--- config.mk ---
export PLATFORM = sky130hd
export DESIGN_NAME = result_bus_arbiter
export DESIGN_NICKNAME = d
export VERILOG_FILES = /design/src/rtl/result_bus_arbiter.sv
export SDC_FILE = /design/constraint.sdc
export NUM_CORES = 1
export LEC_CHECK = 0
export CAP_MARGIN = 10
export CORE_MARGIN = 1.5
export CORE_UTILIZATION = 45
export CTS_CLUSTER_SIZE = 14
export DETAILED_ROUTE_END_ITERATION = 7
export GPL_ROUTABILITY_DRIVEN = 0
export PLACE_DENSITY_LB_ADDON = 0.08
export SETUP_SLACK_MARGIN = 0.5
export SYNTH_ARGS = -nofsm -noshare
export SYNTH_HDL_FRONTEND = slang
export SYNTH_SLANG_ARGS = --single-unit
--- constraint.sdc ---
create_clock -name clk -period 6.12 [get_ports clk]
set_input_delay 1.224 -clock clk [delete_from_list [all_inputs] [get_ports clk]]
set_output_delay 1.224 -clock clk [all_outputs]
set_load 0.005 [all_outputs]
--- src/rtl/result_bus_arbiter.sv ---
`default_nettype none
// ============================================================================
//  Module   : result_bus_arbiter
//  Purpose  : Round-robin sharing of the ROB result-write ports between the
//             functional units. Up to NUM_PORTS finished FUs are granted per
//             cycle and their results are registered onto the ROB ports.
//  Revision : 1.0  initial release
// ============================================================================
module result_bus_arbiter #(
  parameter int NUM_REQ    = 4,
  parameter int NUM_PORTS  = 2,
  parameter int IDX_WIDTH  = 5,
  parameter int DATA_WIDTH = 32
) (
  input  logic                            clk,
  input  logic                            rst,
  input  logic                            flush_en,
  input  logic [NUM_REQ-1:0]              req_valid,
  input  logic [NUM_REQ*IDX_WIDTH-1:0]    req_rob_idx,
  input  logic [NUM_REQ*DATA_WIDTH-1:0]   req_data,
  output logic [NUM_REQ-1:0]              req_ready,
  output logic [NUM_PORTS-1:0]            res_valid,
  output logic [NUM_PORTS*IDX_WIDTH-1:0]  res_rob_idx,
  output logic [NUM_PORTS*DATA_WIDTH-1:0] res_data,
  output logic [$clog2(NUM_REQ)-1:0]      rr_ptr_o
);

  localparam int PTR_W = $clog2(NUM_REQ);

  logic [PTR_W-1:0]                r_rr_ptr;
  logic [NUM_PORTS-1:0]            r_res_valid;
  logic [NUM_PORTS*IDX_WIDTH-1:0]  r_res_idx;
  logic [NUM_PORTS*DATA_WIDTH-1:0] r_res_data;

  logic [IDX_WIDTH-1:0]  w_req_idx  [NUM_REQ];
  logic [DATA_WIDTH-1:0] w_req_data [NUM_REQ];
  logic [NUM_REQ-1:0]    w_grant;
  logic [NUM_PORTS-1:0]  w_port_vld;
  logic [PTR_W-1:0]      w_port_sel [NUM_PORTS];
  logic [PTR_W-1:0]      w_last;
  logic                  w_any;
  logic                  w_arb_en;

  // Requester index 'off' positions after 'base', wrapping at NUM_REQ
  // (works for non-power-of-two requester counts).
  function automatic logic [PTR_W-1:0] f_rot(input logic [PTR_W-1:0] base, input int off);
    int s;
    s = int'(base) + off;
    if (s >= NUM_REQ) s = s - NUM_REQ;
    return PTR_W'(s);
  endfunction

  genvar gk;
  for (gk = 0; gk < NUM_REQ; gk++) begin : g_unpack
    assign w_req_idx[gk]  = req_rob_idx[gk*IDX_WIDTH +: IDX_WIDTH];
    assign w_req_data[gk] = req_data[gk*DATA_WIDTH +: DATA_WIDTH];
  end

  // Nothing is granted while in reset or while the pipeline flushes.
  assign w_arb_en = !rst && !flush_en;

  // Circular scan from rr_ptr: each port takes the next valid, not-yet-taken
  // requester, so ports fill contiguously from 0 and never share a requester.
  always_comb begin
    logic [NUM_REQ-1:0] v_taken;
    logic               v_found;
    logic [PTR_W-1:0]   v_k;
    v_taken    = '0;
    v_found    = 1'b0;
    v_k        = '0;
    w_port_vld = '0;
    w_last     = r_rr_ptr;
    w_any      = 1'b0;
    for (int p = 0; p < NUM_PORTS; p++) w_port_sel[p] = '0;
    for (int p = 0; p < NUM_PORTS; p++) begin
      v_found = 1'b0;
      for (int i = 0; i < NUM_REQ; i++) begin
        v_k = f_rot(r_rr_ptr, i);
        if (w_arb_en && !v_found && req_valid[v_k] && !v_taken[v_k]) begin
          v_found       = 1'b1;
          v_taken[v_k]  = 1'b1;
          w_port_vld[p] = 1'b1;
          w_port_sel[p] = v_k;
          w_last        = v_k;
          w_any         = 1'b1;
        end
      end
    end
    w_grant = v_taken;
  end

  // Register granted results onto the ROB ports and advance the pointer past
  // the last requester served; a flush cancels everything and restarts at 0.
  always_ff @(posedge clk or posedge rst) begin
    if (rst) begin
      r_rr_ptr    <= '0;
      r_res_valid <= '0;
      r_res_idx   <= '0;
      r_res_data  <= '0;
    end else if (flush_en) begin
      r_rr_ptr    <= '0;
      r_res_valid <= '0;
    end else begin
      r_res_valid <= w_port_vld;
      if (w_any) r_rr_ptr <= f_rot(w_last, 1);
      for (int p = 0; p < NUM_PORTS; p++) begin
        if (w_port_vld[p]) begin
          r_res_idx[p*IDX_WIDTH +: IDX_WIDTH]    <= w_req_idx[w_port_sel[p]];
          r_res_data[p*DATA_WIDTH +: DATA_WIDTH] <= w_req_data[w_port_sel[p]];
        end
      end
    end
  end

  assign req_ready   = w_grant;
  assign res_valid   = r_res_valid;
  assign res_rob_idx = r_res_idx;
  assign res_data    = r_res_data;
  assign rr_ptr_o    = r_rr_ptr;

endmodule
`default_nettype wire

* Word-level counts from Yosys, hierarchy flattened
Cells that the tools add are included.
Word-level totals: register bits after elaboration 78, input port bits 155, output and inout port bits 82, word-level logic and storage cells 173
Operators by class: add/subtract/negate cells 9, magnitude comparators 15, muxes and demuxes 88, bitwise gates (word level) 10, reduce and logical (&&, ||, !) cells 45
Operator list (count):
- $bmux 32 s2 | 2
- $mux 32 | 4
- $mux 2 | 24
- $mux 4 | 8
- $mux 1 | 28
- $or 4x4->4 | 7
- $logic_and 1x1->1 | 26
- $bmux 1 s2 | 12
- $bmux 5 s2 | 2
- $mux 5 | 4
- $ge 3x3->1 const B | 6
- $logic_not 1->1 | 16
- $lt 2x3->1 const B | 4
- $sub 2x1->2 const B | 5
- $demux 1 s2 | 4
- $ge 2x1->1 const B | 4
- $add 2x1->3 const B | 2
- $add 2x2->3 const B | 2
- $not 2->3 | 2
- $reduce_and 2->1 | 2
- $ge 2x3->1 const B | 1
- $reduce_bool 2->1 | 1
- $not 1->1 | 1

* Longest topological paths before layout
depth in word-level cells 47, mapped depth 18, mapped depth without buffers 13

* Worst setup path before layout
Ideal clock, no wire load.
kind input-to-output, from in req_valid[0], to out req_ready[3], data arrival time 3.978 ns, setup slack 0.918 ns, cell stages on the path 10, cell sequence buf_6 > mux4_2 > nor2b_4 > a22oi_1 > a22oi_2 > nand3_4 > or4_4 > a221oi_4 > a211oi_4 > a221o_2
On the way: cells in the longest elaborated chain, start to end 40, elaborated cells between the ends (all ways) 77, classes of those cells mux (36); bitwise (7); reduce/logical (34)
RTL lines:
- start, declared | RTL line 18 | input logic [NUM_REQ-1:0] req_valid,
- $bmux 1 s2 | RTL line 79 | if (w_arb_en && !v_found && req_valid[v_k] && !v_taken[v_k]) begin
- $mux 1 (implied by the code) | RTL line 79
- $logic_and 1x1->1 (2 in a row) | RTL line 79
- $mux 4 or $mux 1 (tied branches) | RTL line 79
- $bmux 1 s2 or $logic_not 1->1 (tied branches) | RTL line 79
- $mux 1 (implied by the code) or $logic_and 1x1->1 (tied branches) | RTL line 79
- $logic_not 1->1 or $logic_and 1x1->1 (tied branches) | RTL line 79
- $logic_and 1x1->1 | RTL line 79
- [... 23 more ...]
- $logic_not 1->1 or $logic_and 1x1->1 (tied branches) | RTL line 79
- $logic_and 1x1->1 | RTL line 79
- $mux 4 or $mux 1 (tied branches) | RTL line 79
- $bmux 1 s2 or $logic_not 1->1 (tied branches) | RTL line 79
- $mux 1 (implied by the code) or $logic_and 1x1->1 (tied branches) | RTL line 79
- $logic_not 1->1 or $logic_and 1x1->1 (tied branches) | RTL line 79
- $logic_and 1x1->1 | RTL line 79
- $mux 4 (*) | RTL line 79
- end, declared | RTL line 21 | output logic [NUM_REQ-1:0] req_ready,
Mark *: on every way between the ends. The rest lies on a longest branch, timed or not. The select of a mux whose other input is x is not followed.

* Worst setup path after layout
Ends and elaborated chain as after synthesis.

==> results_dict.tcl <==
set metrics [dict create \
    post-synth-top-area-cell "sky130_fd_sc_hd__dfrtp_1" \
    place_inst 1084 \
    synth.mux.area_fraction_pct 20.8 \
    cts-hold-fix-buffers 0 \
    fin_crit_sh_pct 90.5 \
    yosysSeqAreaShare_pct 30.7 \
    report.final.setup_viol 0 \
    post_drt_via_cell_ratio 5.79 \
    critical_path.max_stage_delay_ns 0.48 \
    clock_sinks 78 \
    whs_ns 0.479 \
    grt_setup_unrepaired "false" \
    synth_cell_types 75 \
    path_max_fanout 8 \
    most_area_consuming_cells_after_synthesis "sky130_fd_sc_hd__dfrtp_1 (31%), sky130_fd_sc_hd__mux2i_1 (12%), sky130_fd_sc_hd__mux2_2 (7.1%)" \
    min_path_type "reg2reg" \
    peakVddDrop_mv 0.352 \
    dp.final_hpwl_um 14700 \
    fillCellCount 1134 \
    dr.pass1.iters 7 \
    grt.overflow.total 0 \
    clk_transition_reported_paths_ns 0.06 \
    most_common_library_cell_in_the_layout_ignoring_fill_and_taps "sky130_fd_sc_hd__clkdlybuf4s50_1" \
    critPathSlowestCell "sky130_fd_sc_hd__mux4_1" \
    width_of_the_chip_um 122 \
    routed_wirelength_um 20900 \
    syn2layout_area_growth_pct 42.4 \
    finalCriticalPeriod_ns 5.54 \
    antenna_cells 0 \
    num_vias 6395 \
    core_um2 13800 \
    crit_path_end_kind "output pin" \
    yosys.area_share.adder_pct 0.787 \
    layout.cells.non_filler 1105 \
    fin_tns_setup_ns 0 \
    drt_iter0_markers 459 \
    h-tree-depth 3 \
    post-route-drc-count 0 \
    max-clock-path-buffers 2 \
    commonest_non_fill_non_tap_cells_in_the_layout "sky130_fd_sc_hd__clkdlybuf4s50_1 (227), sky130_fd_sc_hd__nand2_1 (91), sky130_fd_sc_hd__a21oi_1 (78), sky130_fd_sc_hd__mux2i_1 (78), sky130_fd_sc_hd__dfrtp_1 (78)" \
    grt_use_total_pct 27.3 \
    main_combinational_cell_family_by_area_after_synthesis "compound AO/OA/AOI/OAI gates" \
    ys_async_sr_fraction_pct 100 \
    totalPowerFinal_uw 4740 \
    syn_area_per_cell_um2 9.08 \
    status "finished clean" \
    first_global_vias 6265 \
    worstPathRequired_ns 4.90 \
    number_of_enable_flip_flop_cells_after_synthesis 0 \
    synth_seq_cells 78 \
    post_route_cells_drive_above_1_share_pct 15.0 \
    grt_first_pass_wirelength_um 31700 \
    final_max_slew_viol_count 0 \
    synth_compound_area_share_pct 23.2 \
    post_synth_xor_area_fraction_pct 0 \
    clock_skew_ns 0.00926 \
    timing.fmax_mhz 181 \
    ant_nets 0 \
    synth_area_um2 6360 \
    clock_tree_from_tritoncts "built" \
    synthesis.nets 859 \
    clk-insertion-delay-late_ns 0.35 \
    finalNetCount 1079 \
    hold_viol_final 0 \
    power_per_cell_area_nw_per_um2 523 \
    yosys.area_share.simple_pct 12.5 \
    total_leakage_power_uw 0.00414 \
    synthDominantCellAreaShare_pct 30.7 \
    grt_antenna_before_repair 0 \
    clockRootBuffer "sky130_fd_sc_hd__clkbuf_16" \
    clock_buffers_created_by_tritoncts 9 \
    portBuffers 236 \
    row_count 43 \
    largest_net_degree_at_the_start_of_global_routing 52 \
    avgRoutedWirePerCell_um 18.9 \
    crit_path_start_kind "input pin" \
    synthesis.yosys.warnings 0 \
    critical_path_data_arrival_time_ns 4.31 \
    max-slew-margin-rel_pct 33.9 \
    cp_cell_sequence "clkbuf_4 -> buf_4 -> mux4_1 -> and2_1 -> and4b_1 -> a211o_1 -> a22o_2 -> or4_4 -> a221oi_4 -> a211oi_4 -> a221o_2 -> clkdlybuf4s15_1" \
    dominantRegCellSynth "sky130_fd_sc_hd__dfrtp_1" \
    max_cap_viol_count 0 \
    timing_worst_slew_pin_value_ns 0.991 \
    start_util_pct 46.0 \
    netlist_instances 700 \
    critPathKind "in2out" \
    die-area_um2 14800 \
    floorplan.io_pins 237 \
    die-height_um 122 \
]
## per-layer routing
metal	track usage, %	vias up	share of wire [%]
li1	-	3005	-
met1	33.7	3100	40
met2	46.5	260	49
met3	6.84	30	8.2
met4	9.26	0	2.2
met5	0	-	0
## flip-flops by register name (all words and copies together), names as in the netlist
register     count
rr_ptr_o         2
res_valid        2
res_rob_idx     10
res_data        64
## synthesized netlist by cell type (2+ instances only)
cell type                   n
sky130_fd_sc_hd__a211o_2    2
sky130_fd_sc_hd__a211oi_1   2
sky130_fd_sc_hd__a21oi_1   80
sky130_fd_sc_hd__a221oi_1   2
sky130_fd_sc_hd__a222oi_1  37
sky130_fd_sc_hd__a22o_1     3
sky130_fd_sc_hd__a22oi_1    6
sky130_fd_sc_hd__and2_1     2
sky130_fd_sc_hd__buf_1      4
sky130_fd_sc_hd__buf_12     4
sky130_fd_sc_hd__buf_6      5
sky130_fd_sc_hd__clkbuf_1  21
sky130_fd_sc_hd__clkbuf_8  24
sky130_fd_sc_hd__dfrtp_1   78
sky130_fd_sc_hd__ha_1       4
sky130_fd_sc_hd__inv_1     49
sky130_fd_sc_hd__mux2_2    40
sky130_fd_sc_hd__mux2i_1   78
sky130_fd_sc_hd__mux4_2     3
sky130_fd_sc_hd__nand2_1   91
sky130_fd_sc_hd__nand2b_1   2
sky130_fd_sc_hd__nand3_1    3
sky130_fd_sc_hd__nand4_1    3
sky130_fd_sc_hd__nor2_1    46
sky130_fd_sc_hd__nor2b_1    3
sky130_fd_sc_hd__nor3_1     5
sky130_fd_sc_hd__o2111a_1   2
sky130_fd_sc_hd__o211ai_1   2
sky130_fd_sc_hd__o21a_1     2
sky130_fd_sc_hd__o21ai_0   48
sky130_fd_sc_hd__o31ai_1    2
sky130_fd_sc_hd__or3_1      3
sky130_fd_sc_hd__or3_2      2
## worst paths after layout
kind                               from             end  slack, ns  cells past startpoint
min                        res_data[19]    res_data[19]       0.48                      2
max in group asynchronous           rst  res_rob_idx[2]       4.07                      3
min in group asynchronous           rst     rr_ptr_o[0]       1.05                      2
max reg2reg                 rr_ptr_o[0]    res_data[56]       1.22                     15
min reg2reg                res_data[19]    res_data[19]       0.48                      2
max                        req_valid[0]    req_ready[3]       0.58                     12
## logic make-up after synthesis
family | count (synthesis)
and+or+nand+nor | 175
AOI/OAI and AO/OA | 211
muxes | 122
buffers and inverters | 110
adders and majority gates | 4
DFF | 78
## where the power goes
part	leakage (uW)	switching [uW]	internal, uW
registers	0.000934	138	788
logic	0.00305	1690	1560
clock network	0.000149	222	340
total	0.00414	2050	2680
## critical path: cells and delay by family
kind / cells / cell delay (ns)
mux: 1 / 0.48
simple gates: 3 / 0.80
buf+inv: 3 / 0.50
compound gates: 5 / 1.31
## per-stage QoR
step           setup slack [ns]  utilization (%)  cell area, um^2
2_1_floorplan             0.918                -             6360
3_3_place_gp            -0.0394             62.6             8650
3_5_place_dp             -0.132             62.6             8650
4_1_cts                   0.427             65.0             8980
5_1_grt                   0.508             65.5             9050
6_report                  0.583             65.5             9050
## final cells by class
class	count	area (um^2)	area share [%]
tap	180	225	2.49
inverter	50	193	2.13
timing repair buffer	269	2620	28.9
clock inverter	4	55.1	0.608
clock buffer	12	256	2.83
sequential	78	1950	21.6
multi-input combinational	512	3750	41.4
## what timing repair did
item,CTS,global route
buffers inserted,1,4
pin swaps,2,6
gates resized for setup,26,13
endpoints found under the setup margin,4,3
(Power assumes the default switching activity.)
